[config.mk]
export PLATFORM = sky130hd
export DESIGN_NAME = axil_apb_req_ctrl_flat
export DESIGN_NICKNAME = d
export VERILOG_FILES = /design/src/rtl/axil_apb_req_ctrl_if.sv /design/src/rtl/axil_apb_req_ctrl.sv /design/src/flat_wrapper.sv
export SDC_FILE = /design/constraint.sdc
export NUM_CORES = 1
export LEC_CHECK = 0
export BUFFER_PORTS_ARGS = -buffer_cell sky130_fd_sc_hd__buf_2
export CORE_MARGIN = 8
export CORE_UTILIZATION = 49
export DETAILED_ROUTE_END_ITERATION = 8
export GPL_TIMING_DRIVEN = 0
export PLACE_DENSITY = 0.87
export SETUP_SLACK_MARGIN = 0.5
export SLEW_MARGIN = 20
export SYNTH_ARGS = -nofsm -noshare
export SYNTH_HDL_FRONTEND = slang
export SYNTH_SLANG_ARGS = --single-unit
[constraint.sdc]
create_clock -name PCLK -period 3.8 [get_ports PCLK]
set_clock_uncertainty 0.05 [all_clocks]
set_input_delay 0.76 -clock PCLK [delete_from_list [all_inputs] [get_ports PCLK]]
set_output_delay 0.76 -clock PCLK [all_outputs]
set_load 0.03 [all_outputs]
[src/rtl/axil_apb_req_ctrl_if.sv]
// Signal bundle between the AXI4-Lite master, the request controller and
// the apb_master transfer port.
//   AW/W/B/AR/R : AXI4-Lite slave channels
//   STREQ/SWRT/SSEL/SADDR/SWDATA : transfer request towards apb_master
//   SRDATA/M_STATE/PREADY/PSLVERR : read data, master state, APB completion
// modport slave  : used by axil_apb_req_ctrl
// modport master : used by whatever drives the AXI side and models apb_master
interface axil_apb_req_ctrl_if;
    logic [31:0] AWADDR;
    logic        AWVALID;
    logic        AWREADY;
    logic [31:0] WDATA;
    logic [3:0]  WSTRB;
    logic        WVALID;
    logic        WREADY;
    logic [1:0]  BRESP;
    logic        BVALID;
    logic        BREADY;
    logic [31:0] ARADDR;
    logic        ARVALID;
    logic        ARREADY;
    logic [31:0] RDATA;
    logic [1:0]  RRESP;
    logic        RVALID;
    logic        RREADY;
    logic        STREQ;
    logic        SWRT;
    logic        SSEL;
    logic [31:0] SADDR;
    logic [31:0] SWDATA;
    logic [31:0] SRDATA;
    logic [1:0]  M_STATE;
    logic        PREADY;
    logic        PSLVERR;

    modport slave (
        input  AWADDR, AWVALID, WDATA, WSTRB, WVALID, BREADY,
        input  ARADDR, ARVALID, RREADY, SRDATA, M_STATE, PREADY, PSLVERR,
        output AWREADY, WREADY, BRESP, BVALID, ARREADY, RDATA, RRESP, RVALID,
        output STREQ, SWRT, SSEL, SADDR, SWDATA
    );

    modport master (
        output AWADDR, AWVALID, WDATA, WSTRB, WVALID, BREADY,
        output ARADDR, ARVALID, RREADY, SRDATA, M_STATE, PREADY, PSLVERR,
        input  AWREADY, WREADY, BRESP, BVALID, ARREADY, RDATA, RRESP, RVALID,
        input  STREQ, SWRT, SSEL, SADDR, SWDATA
    );
endinterface

[src/rtl/axil_apb_req_ctrl.sv]
// AXI4-Lite slave front end of the AXI4-Lite-to-APB bridge.
// Captures AW/W/AR, arbitrates write vs read (strict alternation on
// collision), decodes the address window and hands one transfer at a time
// to apb_master, then returns the B or R response. Single outstanding.
// Ports:
//   PCLK   : bridge clock, shared with apb_master
//   PRESET : synchronous active-high reset, shared with apb_master
//   bus    : AXI4-Lite channels plus apb_master request/status (slave modport)
//
// state  | meaning
// IDLE   | accepting AW/W/AR, arbitrating held requests
// REQ    | STREQ high, waiting for apb_master to enter Setup
// WAIT   | APB access in flight, waiting for PREADY in Access
// RESP   | B or R response valid, waiting for the handshake
module axil_apb_req_ctrl #(
    parameter logic [31:0] C_BASE_ADDR   = 32'h0000_0000,
    parameter logic [31:0] C_ADDR_MASK   = 32'hFFFF_F000,
    parameter bit          C_STRICT_STRB = 1'b1
) (
    input  logic                PCLK,
    input  logic                PRESET,
    axil_apb_req_ctrl_if.slave  bus
);
    typedef enum logic [1:0] {S_IDLE, S_REQ, S_WAIT, S_RESP} state_t;

    localparam logic [1:0] RESP_OKAY   = 2'b00;
    localparam logic [1:0] RESP_SLVERR = 2'b10;
    localparam logic [1:0] RESP_DECERR = 2'b11;
    localparam logic [1:0] M_SETUP     = 2'd1;
    localparam logic [1:0] M_ACCESS    = 2'd2;

    state_t      state_q, state_d;
    logic        aw_held_q, aw_held_d, w_held_q, w_held_d, ar_held_q, ar_held_d;
    logic [31:0] awaddr_q, awaddr_d, wdata_q, wdata_d, araddr_q, araddr_d;
    logic [3:0]  wstrb_q, wstrb_d;
    logic        wr_prio_q, wr_prio_d;
    logic        streq_q, streq_d, swrt_q, swrt_d, ssel_q, ssel_d;
    logic [31:0] saddr_q, saddr_d, swdata_q, swdata_d, rdata_q, rdata_d;
    logic        bvalid_q, bvalid_d, rvalid_q, rvalid_d;
    logic [1:0]  resp_q, resp_d;

    logic        aw_rdy, w_rdy, ar_rdy;
    logic        wr_pend, start_wr, start_rd;
    logic [31:0] req_addr;

    // Readies are held low during reset so every output reads 0 there.
    assign aw_rdy = !aw_held_q && (state_q == S_IDLE) && !PRESET;
    assign w_rdy  = !w_held_q  && (state_q == S_IDLE) && !PRESET;
    assign ar_rdy = !ar_held_q && (state_q == S_IDLE) && !PRESET;

    assign bus.AWREADY = aw_rdy;
    assign bus.WREADY  = w_rdy;
    assign bus.ARREADY = ar_rdy;
    assign bus.BVALID  = bvalid_q;
    assign bus.BRESP   = resp_q;
    assign bus.RVALID  = rvalid_q;
    assign bus.RRESP   = resp_q;
    assign bus.RDATA   = rdata_q;
    assign bus.STREQ   = streq_q;
    assign bus.SWRT    = swrt_q;
    assign bus.SSEL    = ssel_q;
    assign bus.SADDR   = saddr_q;
    assign bus.SWDATA  = swdata_q;

    always_ff @(posedge PCLK) begin
        if (PRESET) begin
            state_q   <= S_IDLE;
            aw_held_q <= 1'b0;
            w_held_q  <= 1'b0;
            ar_held_q <= 1'b0;
            awaddr_q  <= '0;
            wdata_q   <= '0;
            wstrb_q   <= '0;
            araddr_q  <= '0;
            wr_prio_q <= 1'b1;
            streq_q   <= 1'b0;
            swrt_q    <= 1'b0;
            ssel_q    <= 1'b0;
            saddr_q   <= '0;
            swdata_q  <= '0;
            rdata_q   <= '0;
            bvalid_q  <= 1'b0;
            rvalid_q  <= 1'b0;
            resp_q    <= '0;
        end else begin
            state_q   <= state_d;
            aw_held_q <= aw_held_d;
            w_held_q  <= w_held_d;
            ar_held_q <= ar_held_d;
            awaddr_q  <= awaddr_d;
            wdata_q   <= wdata_d;
            wstrb_q   <= wstrb_d;
            araddr_q  <= araddr_d;
            wr_prio_q <= wr_prio_d;
            streq_q   <= streq_d;
            swrt_q    <= swrt_d;
            ssel_q    <= ssel_d;
            saddr_q   <= saddr_d;
            swdata_q  <= swdata_d;
            rdata_q   <= rdata_d;
            bvalid_q  <= bvalid_d;
            rvalid_q  <= rvalid_d;
            resp_q    <= resp_d;
        end
    end

    always_comb begin
        state_d   = state_q;
        aw_held_d = aw_held_q;
        w_held_d  = w_held_q;
        ar_held_d = ar_held_q;
        awaddr_d  = awaddr_q;
        wdata_d   = wdata_q;
        wstrb_d   = wstrb_q;
        araddr_d  = araddr_q;
        wr_prio_d = wr_prio_q;
        streq_d   = streq_q;
        swrt_d    = swrt_q;
        ssel_d    = ssel_q;
        saddr_d   = saddr_q;
        swdata_d  = swdata_q;
        rdata_d   = rdata_q;
        bvalid_d  = bvalid_q;
        rvalid_d  = rvalid_q;
        resp_d    = resp_q;

        // Arbitration works on already-held requests, so the decision is
        // registered one cycle after the channel handshake.
        wr_pend  = aw_held_q && w_held_q;
        start_wr = wr_pend && (!ar_held_q || wr_prio_q);
        start_rd = ar_held_q && (!wr_pend || !wr_prio_q);
        req_addr = start_wr ? awaddr_q : araddr_q;

        if (bus.AWVALID && aw_rdy) begin
            aw_held_d = 1'b1;
            awaddr_d  = bus.AWADDR;
        end
        if (bus.WVALID && w_rdy) begin
            w_held_d = 1'b1;
            wdata_d  = bus.WDATA;
            wstrb_d  = bus.WSTRB;
        end
        if (bus.ARVALID && ar_rdy) begin
            ar_held_d = 1'b1;
            araddr_d  = bus.ARADDR;
        end

        case (state_q)
            S_IDLE: begin
                if (start_wr || start_rd) begin
                    if (wr_pend && ar_held_q) wr_prio_d = !wr_prio_q;
                    saddr_d = req_addr;
                    swrt_d  = start_wr;
                    if (start_wr) swdata_d = wdata_q;
                    if ((req_addr & C_ADDR_MASK) != (C_BASE_ADDR & C_ADDR_MASK)) begin
                        resp_d   = RESP_DECERR;
                        if (start_rd) rdata_d = '0;
                        bvalid_d = start_wr;
                        rvalid_d = start_rd;
                        state_d  = S_RESP;
                    end else if (C_STRICT_STRB && start_wr && (wstrb_q != 4'hF)) begin
                        resp_d   = RESP_SLVERR;
                        bvalid_d = 1'b1;
                        state_d  = S_RESP;
                    end else begin
                        ssel_d  = 1'b1;
                        streq_d = 1'b1;
                        state_d = S_REQ;
                    end
                end
            end
            S_REQ: begin
                // Dropping STREQ once Setup is seen keeps apb_master from
                // chaining a second transfer after this one completes.
                if (bus.M_STATE == M_SETUP) begin
                    streq_d = 1'b0;
                    state_d = S_WAIT;
                end
            end
            S_WAIT: begin
                if ((bus.M_STATE == M_ACCESS) && bus.PREADY) begin
                    resp_d   = bus.PSLVERR ? RESP_SLVERR : RESP_OKAY;
                    if (!swrt_q) rdata_d = bus.SRDATA;
                    ssel_d   = 1'b0;
                    bvalid_d = swrt_q;
                    rvalid_d = !swrt_q;
                    state_d  = S_RESP;
                end
            end
            S_RESP: begin
                if ((bvalid_q && bus.BREADY) || (rvalid_q && bus.RREADY)) begin
                    bvalid_d = 1'b0;
                    rvalid_d = 1'b0;
                    if (swrt_q) begin
                        aw_held_d = 1'b0;
                        w_held_d  = 1'b0;
                    end else begin
                        ar_held_d = 1'b0;
                    end
                    state_d = S_IDLE;
                end
            end
            default: state_d = S_IDLE;
        endcase
    end
endmodule
[src/flat_wrapper.sv]
// flat-port wrapper written by rule: the top's interface ports become plain ports
module axil_apb_req_ctrl_flat 
#(
    parameter logic [31:0] C_BASE_ADDR   = 32'h0000_0000,
    parameter logic [31:0] C_ADDR_MASK   = 32'hFFFF_F000,
    parameter bit          C_STRICT_STRB = 1'b1
)
  (PCLK, PRESET, bus_AWADDR, bus_AWVALID, bus_WDATA, bus_WSTRB, bus_WVALID, bus_BREADY, bus_ARADDR, bus_ARVALID, bus_RREADY, bus_SRDATA, bus_M_STATE, bus_PREADY, bus_PSLVERR, bus_AWREADY, bus_WREADY, bus_BRESP, bus_BVALID, bus_ARREADY, bus_RDATA, bus_RRESP, bus_RVALID, bus_STREQ, bus_SWRT, bus_SSEL, bus_SADDR, bus_SWDATA);
  axil_apb_req_ctrl_if bus_i ();
  input  logic PCLK;
  input  logic PRESET;
  input wire logic [$bits(bus_i.AWADDR)-1:0] bus_AWADDR;
  input wire logic [$bits(bus_i.AWVALID)-1:0] bus_AWVALID;
  input wire logic [$bits(bus_i.WDATA)-1:0] bus_WDATA;
  input wire logic [$bits(bus_i.WSTRB)-1:0] bus_WSTRB;
  input wire logic [$bits(bus_i.WVALID)-1:0] bus_WVALID;
  input wire logic [$bits(bus_i.BREADY)-1:0] bus_BREADY;
  input wire logic [$bits(bus_i.ARADDR)-1:0] bus_ARADDR;
  input wire logic [$bits(bus_i.ARVALID)-1:0] bus_ARVALID;
  input wire logic [$bits(bus_i.RREADY)-1:0] bus_RREADY;
  input wire logic [$bits(bus_i.SRDATA)-1:0] bus_SRDATA;
  input wire logic [$bits(bus_i.M_STATE)-1:0] bus_M_STATE;
  input wire logic [$bits(bus_i.PREADY)-1:0] bus_PREADY;
  input wire logic [$bits(bus_i.PSLVERR)-1:0] bus_PSLVERR;
  output wire logic [$bits(bus_i.AWREADY)-1:0] bus_AWREADY;
  output wire logic [$bits(bus_i.WREADY)-1:0] bus_WREADY;
  output wire logic [$bits(bus_i.BRESP)-1:0] bus_BRESP;
  output wire logic [$bits(bus_i.BVALID)-1:0] bus_BVALID;
  output wire logic [$bits(bus_i.ARREADY)-1:0] bus_ARREADY;
  output wire logic [$bits(bus_i.RDATA)-1:0] bus_RDATA;
  output wire logic [$bits(bus_i.RRESP)-1:0] bus_RRESP;
  output wire logic [$bits(bus_i.RVALID)-1:0] bus_RVALID;
  output wire logic [$bits(bus_i.STREQ)-1:0] bus_STREQ;
  output wire logic [$bits(bus_i.SWRT)-1:0] bus_SWRT;
  output wire logic [$bits(bus_i.SSEL)-1:0] bus_SSEL;
  output wire logic [$bits(bus_i.SADDR)-1:0] bus_SADDR;
  output wire logic [$bits(bus_i.SWDATA)-1:0] bus_SWDATA;
  assign bus_i.AWADDR = bus_AWADDR;
  assign bus_i.AWVALID = bus_AWVALID;
  assign bus_i.WDATA = bus_WDATA;
  assign bus_i.WSTRB = bus_WSTRB;
  assign bus_i.WVALID = bus_WVALID;
  assign bus_i.BREADY = bus_BREADY;
  assign bus_i.ARADDR = bus_ARADDR;
  assign bus_i.ARVALID = bus_ARVALID;
  assign bus_i.RREADY = bus_RREADY;
  assign bus_i.SRDATA = bus_SRDATA;
  assign bus_i.M_STATE = bus_M_STATE;
  assign bus_i.PREADY = bus_PREADY;
  assign bus_i.PSLVERR = bus_PSLVERR;
  assign bus_AWREADY = bus_i.AWREADY;
  assign bus_WREADY = bus_i.WREADY;
  assign bus_BRESP = bus_i.BRESP;
  assign bus_BVALID = bus_i.BVALID;
  assign bus_ARREADY = bus_i.ARREADY;
  assign bus_RDATA = bus_i.RDATA;
  assign bus_RRESP = bus_i.RRESP;
  assign bus_RVALID = bus_i.RVALID;
  assign bus_STREQ = bus_i.STREQ;
  assign bus_SWRT = bus_i.SWRT;
  assign bus_SSEL = bus_i.SSEL;
  assign bus_SADDR = bus_i.SADDR;
  assign bus_SWDATA = bus_i.SWDATA;
  axil_apb_req_ctrl #(.C_BASE_ADDR(C_BASE_ADDR), .C_ADDR_MASK(C_ADDR_MASK), .C_STRICT_STRB(C_STRICT_STRB)) u_core (.PCLK(PCLK), .PRESET(PRESET), .bus(bus_i));
endmodule
Yosys cells after proc, flatten, opt, wreduce, memory -nomap -nowiden
Index checks and enable logic that the tools add are counted.
W data, S select, Z words.

storage, ports and cells
  bits of input ports = 143
  register bits after elaboration = 209
  output and inout bits = 108
  word-level logic and storage cells = 126

cells by class
  reductions and logical operators = 43
  mux-type cells = 49
  equality and inequality tests = 16

operators by type and width
  kind                  number
  $mux W32              6
  $pmux W32 S2          1
  $reduce_bool A32 Y1   1
  $mux W1               25
  $mux W2               11
  $reduce_and A5 Y1     4
  $logic_and A1 B1 Y1   17
  $ne A2 B2 Y1 const B  5
  $ne A2 B1 Y1 const B  4
  $pmux W2 S4           1
  $reduce_and A4 Y1     2
  $logic_not A1 Y1      7
  $eq A2 B2 Y1 const B  3
  $pmux W1 S3           2
  $reduce_and A3 Y1     2
  $reduce_and A6 Y1     1
  $eq A2 B1 Y1 const B  2
  $logic_or A1 B1 Y1    4
  $ne A4 B4 Y1 const B  1
  $pmux W1 S2           2
  $pmux W2 S2           1
  $reduce_bool A2 Y1    2
  $ne A3 B3 Y1 const B  1
  $reduce_bool A3 Y1    1
  other kinds (2)       2

Longest topological paths before layout
Gate-level depths: netlist (run 1).

  depth in word-level cells = 8
  depth in mapped cells = 10
  mapped depth without buffers = 7

Least setup slack after synthesis (run 1)
No wires, ideal clock.

  path type = input port to flip-flop
  from = in PRESET
  to = reg u_core.wdata_q[25]
  stages on the path = 9
  path slack = 1.206 ns
  library setup time = 0.070 ns
  path buffers = 3
  arrival = 2.474 ns
  required time = 3.680 ns
  cells stage by stage = clkbuf_1 > inv_1 > nand2_1 > nor2_1 > and2_1 > clkbuf_1 > buf_1 > nand2_1 > a21oi_1

on the way
  longest elaborated chain between the ends = 3

RTL lines
  what                  line                      text
  start, declared       flat_wrapper.sv:11        input logic PRESET;
  $logic_not A1 Y1      axil_apb_req_ctrl.sv:48   assign w_rdy = !w_held_q && (state_q == S_IDLE) && !PRESET;
  $logic_and A1 B1 Y1   axil_apb_req_ctrl.sv:48
  via bus_WREADY        flat_wrapper.sv:26        output wire logic [$bits(bus_i.WREADY)-1:0] bus_WREADY;
  $logic_and A1 B1 Y1   axil_apb_req_ctrl.sv:138  if (bus.WVALID && w_rdy) begin
  end signal, assigned  axil_apb_req_ctrl.sv:91   wdata_q <= wdata_d;
  end, declared         axil_apb_req_ctrl.sv:34   logic [31:0] awaddr_q, awaddr_d, wdata_q, wdata_d, araddr_q, araddr_d;

The timed path passes the listed nets, and every way through them passes these cells.
A chain may end at the register's enable or synchronous reset.

Worst setup path after layout (run 1)
  from = reg u_core.state_q[1]
  to = out bus_ARREADY

on the way
  longest elaborated chain between the ends = 3

RTL lines
  what                              line                     text
  start, declared                   axil_apb_req_ctrl.sv:32  state_t state_q, state_d;
  start signal, assigned            axil_apb_req_ctrl.sv:86  state_q <= state_d;
  $logic_not A2 Y1                  axil_apb_req_ctrl.sv:49  assign ar_rdy = !ar_held_q && (state_q == S_IDLE) && !PRESET;
  $logic_and A1 B1 Y1 (2 in a row)  axil_apb_req_ctrl.sv:49
  end, declared                     flat_wrapper.sv:29       output wire logic [$bits(bus_i.ARREADY)-1:0] bus_ARREADY;

No other way between the ends.

==> impl_metrics.json, run 1 <==
{
  "status": "finished clean",
  "path_class": "flip-flop to output port",
  "synth_cell_types": 44,
  "vias": 8095,
  "final_common_cell": "nand2_1",
  "synth.avg_cell_area_um2": 7.98,
  "cp-start-kind": "flip-flop",
  "power_density_nw_per_um2": 628,
  "p_leak_nw": 4.08,
  "dp_hpwl_mm": 19.0,
  "fin_setup_tns_ps": 0,
  "hold_start": "u_core.wdata_q[1]",
  "synth_warnings": 0,
  "min_path_cells": 2,
  "holdPathEnd": "u_core.bus.SWDATA[1]",
  "vdd_drop_max_mv": 0.353,
  "postRouteAntennaNets": 0,
  "finalSetupViolations": 0,
  "crit_required_ps": 2990,
  "cap_violations": 0,
  "wl_per_cell_um": 16.9,
  "syn2layout_area_growth_pct": 28.1,
  "post_cts.repair.setup_buffers": 0,
  "antenna_found_initial": 2,
  "drc_errors": 0,
  "setup.worst_path.end_class": "output port",
  "ctsRootBufferMaster": "clkbuf_16",
  "crit_path_start": "u_core.state_q[1]",
  "ios": 251,
  "syn_nets": 1164,
  "reg2reg_from": "u_core.state_q[1]",
  "reg2regPathDepth": 10,
  "synthCells": 1015,
  "drive_above_1_share": 0.230,
  "relSlewSlack": 0.510,
  "rsz0062_at_grt": "no",
  "gp_congestion": 0.899,
  "fin_crit_ps": 2800,
  "critical_path.cell_chain": "inv_1 -> ha_1 -> buf_2 -> nand2_1 -> nor2_1 -> buf_2",
  "cts_resized": 0,
  "cts_buffer_depth": 3,
  "nets": 1437,
  "slew_violations": 0,
  "async_reset_ff_frac": 0,
  "ys.flop_type": "dfxtp_1",
  "period_share": 0.738,
  "grt_pass1_wl_mm": 40.0,
  "first_pass_iters": 5,
  "grt_overflow": 0,
  "start_util": 0.496,
  "clk_latency_ps": 490,
  "cp_common_cell": "buf_2",
  "grt_max_degree": 15,
  "max_stage_delay_ps": 350,
  "postCtsHoldBufs": 0,
  "chipHeight_um": 145,
  "synth_edf_count": 0,
  "grt_pass1_vias": 8135,
  "placementRows": 47,
  "critPathMaxFanout": 9,
  "ys_seq_elements": 209,
  "syn_area_um2": 8100,
  "hold_viol": 0,
  "r2r_end": "u_core.wstrb_q[1]",
  "hold_class": "flip-flop to flip-flop",
  "mostFrequentLayoutCells": "nand2_1, buf_2, dfxtp_1, a21oi_1, clkbuf_1",
  "grtUsageTotal": 0.238,
  "place_inst": 1484,
  "vias_per_cell": 5.30,
  "cts_buffers": 22,
  "drt_iter0_drc": 626,
  "htree_levels": 1,
  "coreArea_um2": 16300,
  "wl_mm": 25.8,
  "yosysSeqAreaShare": 0.516,
  "layout.cells.non_filler": 1526,
  "clk_pin_slew_worst_paths_ps": 60,
  "cp_slowest_cell": "dfxtp_1",
  "crit_arrival_ps": 1990,
  "dieArea_um2": 20900,
  "fmax_ghz": 0.357,
  "cts_tree": "done",
  "tightest_slew_ps": 735,
  "cts.sinks": 209,
  "io_buffers": 249,
  "rrSetupSlack_ps": 1230,
  "die_width_um": 145
}
==> logic make-up after synthesis <==
kind of cell	after synthesis	synth area share
flip-flops	209	0.516
AO/OA/AOI/OAI	254	0.181
AND/OR/NAND/NOR	444	0.234
multiplexers	13	0.0161
buffers and inverters	88	0.0426
XOR/XNOR	1	0.00108
adder cells (fa/ha/maj)	6	0.00927
==> routing by layer <==
| layer | global-route usage | vias up | wire length [um] |
|---|---|---|---|
| li1 | - | 3985 | - |
| met1 | 0.293 | 3703 | 10400 |
| met2 | 0.401 | 342 | 12400 |
| met3 | 0.0505 | 63 | 2180 |
| met4 | 0.0904 | 2 | 777 |
| met5 | 0 | - | 9 |
==> cells in the mapped netlist, types with 2 or more instances <==
cell,instances,share of area
or3_1,3,0.0023
clkbuf_1,64,0.030
nand2b_1,35,0.027
a211oi_1,15,0.014
nand2_1,298,0.14
a41oi_1,2,0.0022
a2111oi_0,2,0.0022
nand3_1,36,0.022
buf_1,8,0.0037
inv_1,8,0.0037
nor4_1,10,0.0077
and2_1,6,0.0046
nor2b_1,2,0.0015
mux2i_1,13,0.016
nand4_1,2,0.0015
ha_1,6,0.0093
a21oi_1,171,0.11
o21ai_0,26,0.016
a22oi_1,3,0.0028
nor2_1,42,0.019
a31oi_1,4,0.0031
buf_4,2,0.0019
dfxtp_1,209,0.52
buf_2,6,0.0037
a311oi_1,21,0.023
nor3_1,2,0.0012
o21a_1,2,0.0019
==> flip-flops by register name, summed over array words and instances (netlist names) <==
signal             count
u_core.bus.RDATA      32
u_core.bus.SWRT        1
u_core.state_q         2
u_core.wr_prio_q       1
u_core.araddr_q       32
u_core.bus.BRESP       2
u_core.bus.RVALID      1
u_core.bus.SADDR      32
u_core.wdata_q        32
u_core.bus.SWDATA     32
u_core.bus.STREQ       1
u_core.wstrb_q         4
u_core.w_held_q        1
u_core.bus.SSEL        1
u_core.ar_held_q       1
u_core.bus.BVALID      1
u_core.awaddr_q       32
u_core.aw_held_q       1
==> worst max-delay path: cells and delay by family (launching register included) <==
family	cells	cell delay [ps]
adder cells (fa/ha/maj)	1	160
AND/OR/NAND/NOR	2	410
buffers and inverters	3	590
flip-flops	1	350
==> power by group <==
part | internal, W | switching [W]
combinational | 0.000575 | 0.00114
clock | 0.00133 | 0.000862
sequential | 0.00244 | 0.000168
total | 0.00434 | 0.00217
==> metrics by stage <==
step / setup slack (ps) / utilization / cell area (um^2) / hold slack (ps) / power, W
6_report: 997 / 0.635 / 10400 / 401 / 0.00652
2_1_floorplan: 1210 / - / 8100 / 382 / 0.00381
4_1_cts: 987 / 0.634 / 10400 / 401 / 0.00654
5_1_grt: 836 / 0.635 / 10400 / 423 / 0.00684
3_5_place_dp: 821 / 0.589 / 9620 / 395 / 0.00436
3_3_place_gp: 850 / 0.589 / 9620 / 387 / 0.00432
==> worst max path at each step <==
stage	to	slack [ps]	depth (start not counted)
3_3_place_gp	u_core.wstrb_q[1]	850	9
6_report	bus_ARREADY	1000	6
3_5_place_dp	u_core.wdata_q[18]	820	9
2_1_floorplan	u_core.wdata_q[25]	1210	9
5_1_grt	bus_WREADY	840	6
4_1_cts	bus_WREADY	990	6
==> area by class of cell <==
type / count / area, um^2
well taps: 220 / 275
inverters: 8 / 30.0
plain buffers: 80 / 315
repair buffers: 249 / 1250
multi-input cells: 718 / 3570
diodes: 2 / 5.00
fillers: 1445 / 5970
clock buffers: 31 / 646
flip-flops and latches: 209 / 4180
clock inverters: 9 / 103
Note: power is estimated with default switching activity, not from simulation.
==> run 2: changes to the inputs <==
clock period = 2.7 ns   (was 3.8 ns; I/O delays follow)
==> impl_metrics.json, run 2 (synthesis gave the netlist of run 1 again) <==
{
  "gp_congestion": 0.882,
  "vdd_drop_max_mv": 0.472,
  "fin_crit_ps": 2180,
  "reg2regPathDepth": 7,
  "antenna_found_initial": 3,
  "nets": 1448,
  "cts.sinks": 209,
  "reg2reg_from": "u_core.state_q[1]",
  "grt_pass1_wl_mm": 40.4,
  "postCtsHoldBufs": 0,
  "layout.cells.non_filler": 1536,
  "drt_iter0_drc": 676,
  "setup.worst_path.end_class": "output port",
  "placementRows": 47,
  "clk_latency_ps": 500,
  "hold_start": "bus_AWADDR[16]",
  "drc_errors": 0,
  "crit_arrival_ps": 1590,
  "grtUsageTotal": 0.242,
  "mostFrequentLayoutCells": "nand2_1, buf_2, dfxtp_1, a21oi_1, clkbuf_1",
  "finalSetupViolations": 0,
  "cts_tree": "done",
  "start_util": 0.496,
  "critical_path.cell_chain": "inv_4 -> ha_4 -> buf_6 -> nand2_8 -> nor2_4 -> clkbuf_4",
  "final_common_cell": "nand2_1",
  "cp_top_family": "buffers and inverters",
  "hold_viol": 0,
  "cp_slowest_cell": "dfxtp_4",
  "coreArea_um2": 16300,
  "cap_violations": 0,
  "tightest_slew_ps": 709,
  "ctsRootBufferMaster": "clkbuf_16",
  "multi_input_area_um2": 3650,
  "period_share": 0.806,
  "grt_overflow": 0,
  "r2r_end": "u_core.bus.SADDR[15]",
  "first_pass_iters": 7,
  "seq_area_um2": 4200,
  "clk_pin_slew_worst_paths_ps": 60,
  "relSlewSlack": 0.527,
  "grt_pass1_vias": 8077,
  "nFillCells": 1410,
  "status": "finished clean",
  "htree_levels": 1,
  "path_class": "flip-flop to output port",
  "die_width_um": 145,
  "drive_above_1_share": 0.265,
  "worstSetupPathDepth": 6,
  "cts_buffers": 23,
  "endpoint": "bus_AWREADY",
  "dieArea_um2": 20900,
  "grt_max_degree": 15,
  "hold_class": "input pin to flip-flop",
  "path_buf_inv": 3,
  "max_stage_delay_ps": 360,
  "ios": 251,
  "cp-start-kind": "flip-flop",
  "vias": 8390,
  "dp_hpwl_mm": 19.1,
  "wl_per_cell_um": 17.3,
  "vias_per_cell": 5.46,
  "p_leak_nw": 4.24,
  "rrSetupSlack_ps": 620,
  "p_total_w": 0.00977,
  "wl_mm": 26.5,
  "cts_buffer_depth": 3,
  "critPathMaxFanout": 4,
  "io_buffers": 249,
  "fmax_ghz": 0.460,
  "crit_path_start": "u_core.state_q[1]",
  "place_inst": 1484,
  "power_density_nw_per_um2": 914,
  "crit_required_ps": 2110,
  "rsz0062_at_grt": "yes",
  "syn2layout_area_growth_pct": 31.9,
  "fin_setup_tns_ps": 0,
  "chipHeight_um": 145,
  "slew_violations": 0,
  "postRouteAntennaNets": 0
}
[run 2: per-layer routing]
metal  up-vias  global-route usage  wire length, um
met2       421               0.411            12900
li1       3997                   -                -
met5         -                   0               38
met4         6              0.0969              847
met1      3884               0.292            10200
met3        82              0.0518             2540
[run 2: worst min path at each step]
stage                                  to  slack, ps  depth (start not counted)
finish                u_core.awaddr_q[16]        220                          3
global route          u_core.araddr_q[15]        220                          3
CTS                   u_core.awaddr_q[16]        210                          3
detailed placement  u_core.bus.SWDATA[16]        390                          2
global placement     u_core.bus.SWDATA[8]        390                          2
floorplan            u_core.bus.SWDATA[0]        380                          2
[run 2: stage by stage]
step                      instance area, um^2  worst slack (ps)  hold slack (ps)  utilization
after floorplan                          8100               404              382            -
after global placement                   9630              7.19              386        0.589
after detailed placement                 9630             -26.1              393        0.589
after CTS                               10600               512              211        0.649
after global routing                    10700               467              219        0.653
final                                   10700               524              220        0.654
[run 2: what timing repair did]
item | CTS | global route
gates cloned | 0 | 0
setup buffers | 8 | 2
pin swaps | 3 | 4
hold endpoints to repair | 0 | 0
resized for setup | 29 | 38
setup endpoints to repair | 175 | 111
[run 2: cell type report]
cell class                 instances  share of cell area
antenna                            1            0.000234
buffer                            80              0.0330
clock buffer                      31              0.0604
clock inverter                    10              0.0181
inverter                           8             0.00328
multi-input combinational        718               0.342
sequential                       209               0.393
tap                              220              0.0258
timing repair buffer             259               0.125
[run 2: power breakdown]
group / switching, W / total, W / leakage [nW] / internal, W
combinational: 0.00171 / 0.00266 / 2.15 / 0.000952
clock: 0.00126 / 0.00342 / 0.399 / 0.00216
sequential: 0.000244 / 0.00369 / 1.70 / 0.00344
total: 0.00321 / 0.00977 / 4.24 / 0.00656
[run 2: worst reg2reg max path, cell delays in order, from the launching register on]
cell and delay [ps]:
dfxtp_4 360, inv_4 60, ha_4 120, buf_6 120, nor2b_1 280, clkbuf_2 370, buf_1 400, a311oi_1 170
==> run 3: changes to the inputs <==
clock period = 2.3 ns   (was 2.7 ns; I/O delays follow)
==> impl_metrics.json, run 3 (synthesis gave the netlist of run 1 again) <==
{
  "status": "finished clean",
  "hold_class": "input pin to flip-flop",
  "cts.sinks": 209,
  "layout.cells.non_filler": 1585,
  "grt_max_degree": 14,
  "mostFrequentLayoutCells": "nand2_1, buf_2, dfxtp_1, a21oi_1, buf_4",
  "p_leak_nw": 4.84,
  "drt_iter0_drc": 868,
  "multi_input_area_um2": 4360,
  "grt_pass1_vias": 8719,
  "r2r_end": "u_core.bus.RDATA[0]",
  "grt_pass1_wl_mm": 44.3,
  "die_width_um": 145,
  "slew_violations": 0,
  "cts_buffers": 22,
  "nets": 1495,
  "min_path_cells": 3,
  "wl_per_cell_um": 20.2,
  "relSlewSlack": 0.506,
  "grtUsageTotal": 0.267,
  "crit_required_ps": 2680,
  "vias": 9152,
  "syn2layout_area_growth_pct": 50.3,
  "gp_congestion": 0.867,
  "pwr-share-seq": 0.327,
  "fin_crit_ps": 2110,
  "htree_levels": 1,
  "final_common_cell": "nand2_1",
  "hold_start": "bus_ARADDR[30]",
  "setup.worst_path.end_class": "flip-flop",
  "vdd_drop_max_mv": 0.665,
  "postCtsHoldBufs": 0,
  "drc_errors": 0,
  "critPathMaxFanout": 5,
  "reg2reg_from": "u_core.state_q[1]",
  "comb_power_share": 0.379,
  "dieArea_um2": 20900,
  "reg2regPathDepth": 10,
  "cts_buffer_depth": 3,
  "postRouteAntennaNets": 0,
  "p_switching_w": 0.00458,
  "wl_mm": 32.1,
  "cap_violations": 0,
  "vias_per_cell": 5.77,
  "ctsRootBufferMaster": "clkbuf_16",
  "seq_area_um2": 4220,
  "clk_latency_ps": 510,
  "dp_hpwl_mm": 19.4,
  "cp-start-kind": "flip-flop",
  "clk_pin_slew_worst_paths_ps": 70,
  "fin_setup_tns_ps": 0,
  "io_buffers": 249,
  "path_class": "flip-flop to flip-flop",
  "rsz0062_at_grt": "yes",
  "nFillCells": 1144,
  "rrSetupSlack_ps": 190,
  "chipHeight_um": 145,
  "coreArea_um2": 16300,
  "grt_overflow": 0,
  "fmax_ghz": 0.474,
  "clockPowerShare": 0.294,
  "holdPathEnd": "u_core.araddr_q[30]",
  "swShare": 0.342,
  "p_int_w": 0.00883,
  "place_inst": 1484,
  "hold_viol": 0,
  "start_util": 0.496,
  "cts_tree": "done",
  "finalSetupViolations": 0,
  "power_density_nw_per_um2": 1100,
  "ios": 251,
  "drive_above_1_share": 0.392,
  "antenna_found_initial": 3,
  "first_pass_iters": 6,
  "period_share": 0.917,
  "tightest_slew_ps": 741,
  "placementRows": 47,
  "crit_arrival_ps": 2480
}
[run 3: what timing repair did]
item	CTS	global route
gates resized for setup	152	137
buffers inserted	31	13
pin swaps	55	35
hold endpoints to repair	0	0
gates cloned	5	9
endpoints found under the setup margin	198	193
[run 3: critical path: stages (launching register included)]
cell,delay [ps]
dfxtp_2,360
inv_2,60
ha_4,160
buf_12,130
buf_6,120
and2_4,160
a311oi_4,330
buf_6,190
buf_6,140
nand3_2,100
a21oi_1,210
[run 3: worst max path at each step]
stage | cells after the start | start | slack, ps | endpoint
floorplan | 8 | u_core.state_q[0] | 520 | u_core.bus.BVALID
global placement | 7 | u_core.state_q[0] | -40 | u_core.bus.SADDR[25]
detailed placement | 7 | u_core.state_q[0] | -60 | u_core.bus.SADDR[27]
CTS | 6 | u_core.state_q[0] | 250 | bus_ARREADY
global route | 10 | u_core.state_q[1] | 150 | u_core.bus.RDATA[13]
finish | 10 | u_core.state_q[1] | 190 | u_core.bus.RDATA[0]
[run 3: per-stage QoR]
step / power (W) / setup slack [ps] / hold WS, ps / utilization / area (um^2)
floorplan: 0.00644 / 516 / 382 / - / 8230
global placement: 0.00728 / -41.6 / 386 / 0.597 / 9750
detailed placement: 0.00736 / -59.5 / 393 / 0.597 / 9750
CTS: 0.0124 / 249 / 119 / 0.703 / 11500
global route: 0.0139 / 147 / 120 / 0.745 / 12200
finish: 0.0134 / 192 / 130 / 0.745 / 12200
[run 3: power groups by stage]
stage / Sequential, W / Combinational, W / Clock (W)
floorplan: 0.00471 / 0.00172 / 0
global placement: 0.00437 / 0.00291 / 0
detailed placement: 0.00439 / 0.00297 / 0
CTS: 0.00434 / 0.00410 / 0.00393
global route: 0.00442 / 0.00532 / 0.00413
finish: 0.00439 / 0.00508 / 0.00394
[run 3: area by class of cell]
| class | count | area share |
|---|---|---|
| Clock buffer | 34 | 0.0547 |
| Tap cell | 220 | 0.0226 |
| Timing Repair Buffer | 306 | 0.155 |
| Buffer | 80 | 0.0487 |
| Multi-Input combinational cell | 719 | 0.358 |
| Antenna cell | 3 | 0.000616 |
| Sequential cell | 209 | 0.346 |
| Inverter | 8 | 0.00267 |
| Clock inverter | 6 | 0.0116 |
[run 3: per-layer routing]
| layer | GRT usage | wire, um | up-vias |
|---|---|---|---|
| li1 | - | - | 4109 |
| met1 | 0.311 | 11500 | 4177 |
| met2 | 0.452 | 15200 | 651 |
| met3 | 0.0535 | 3290 | 213 |
| met4 | 0.145 | 2070 | 2 |
| met5 | 0 | 8 | - |
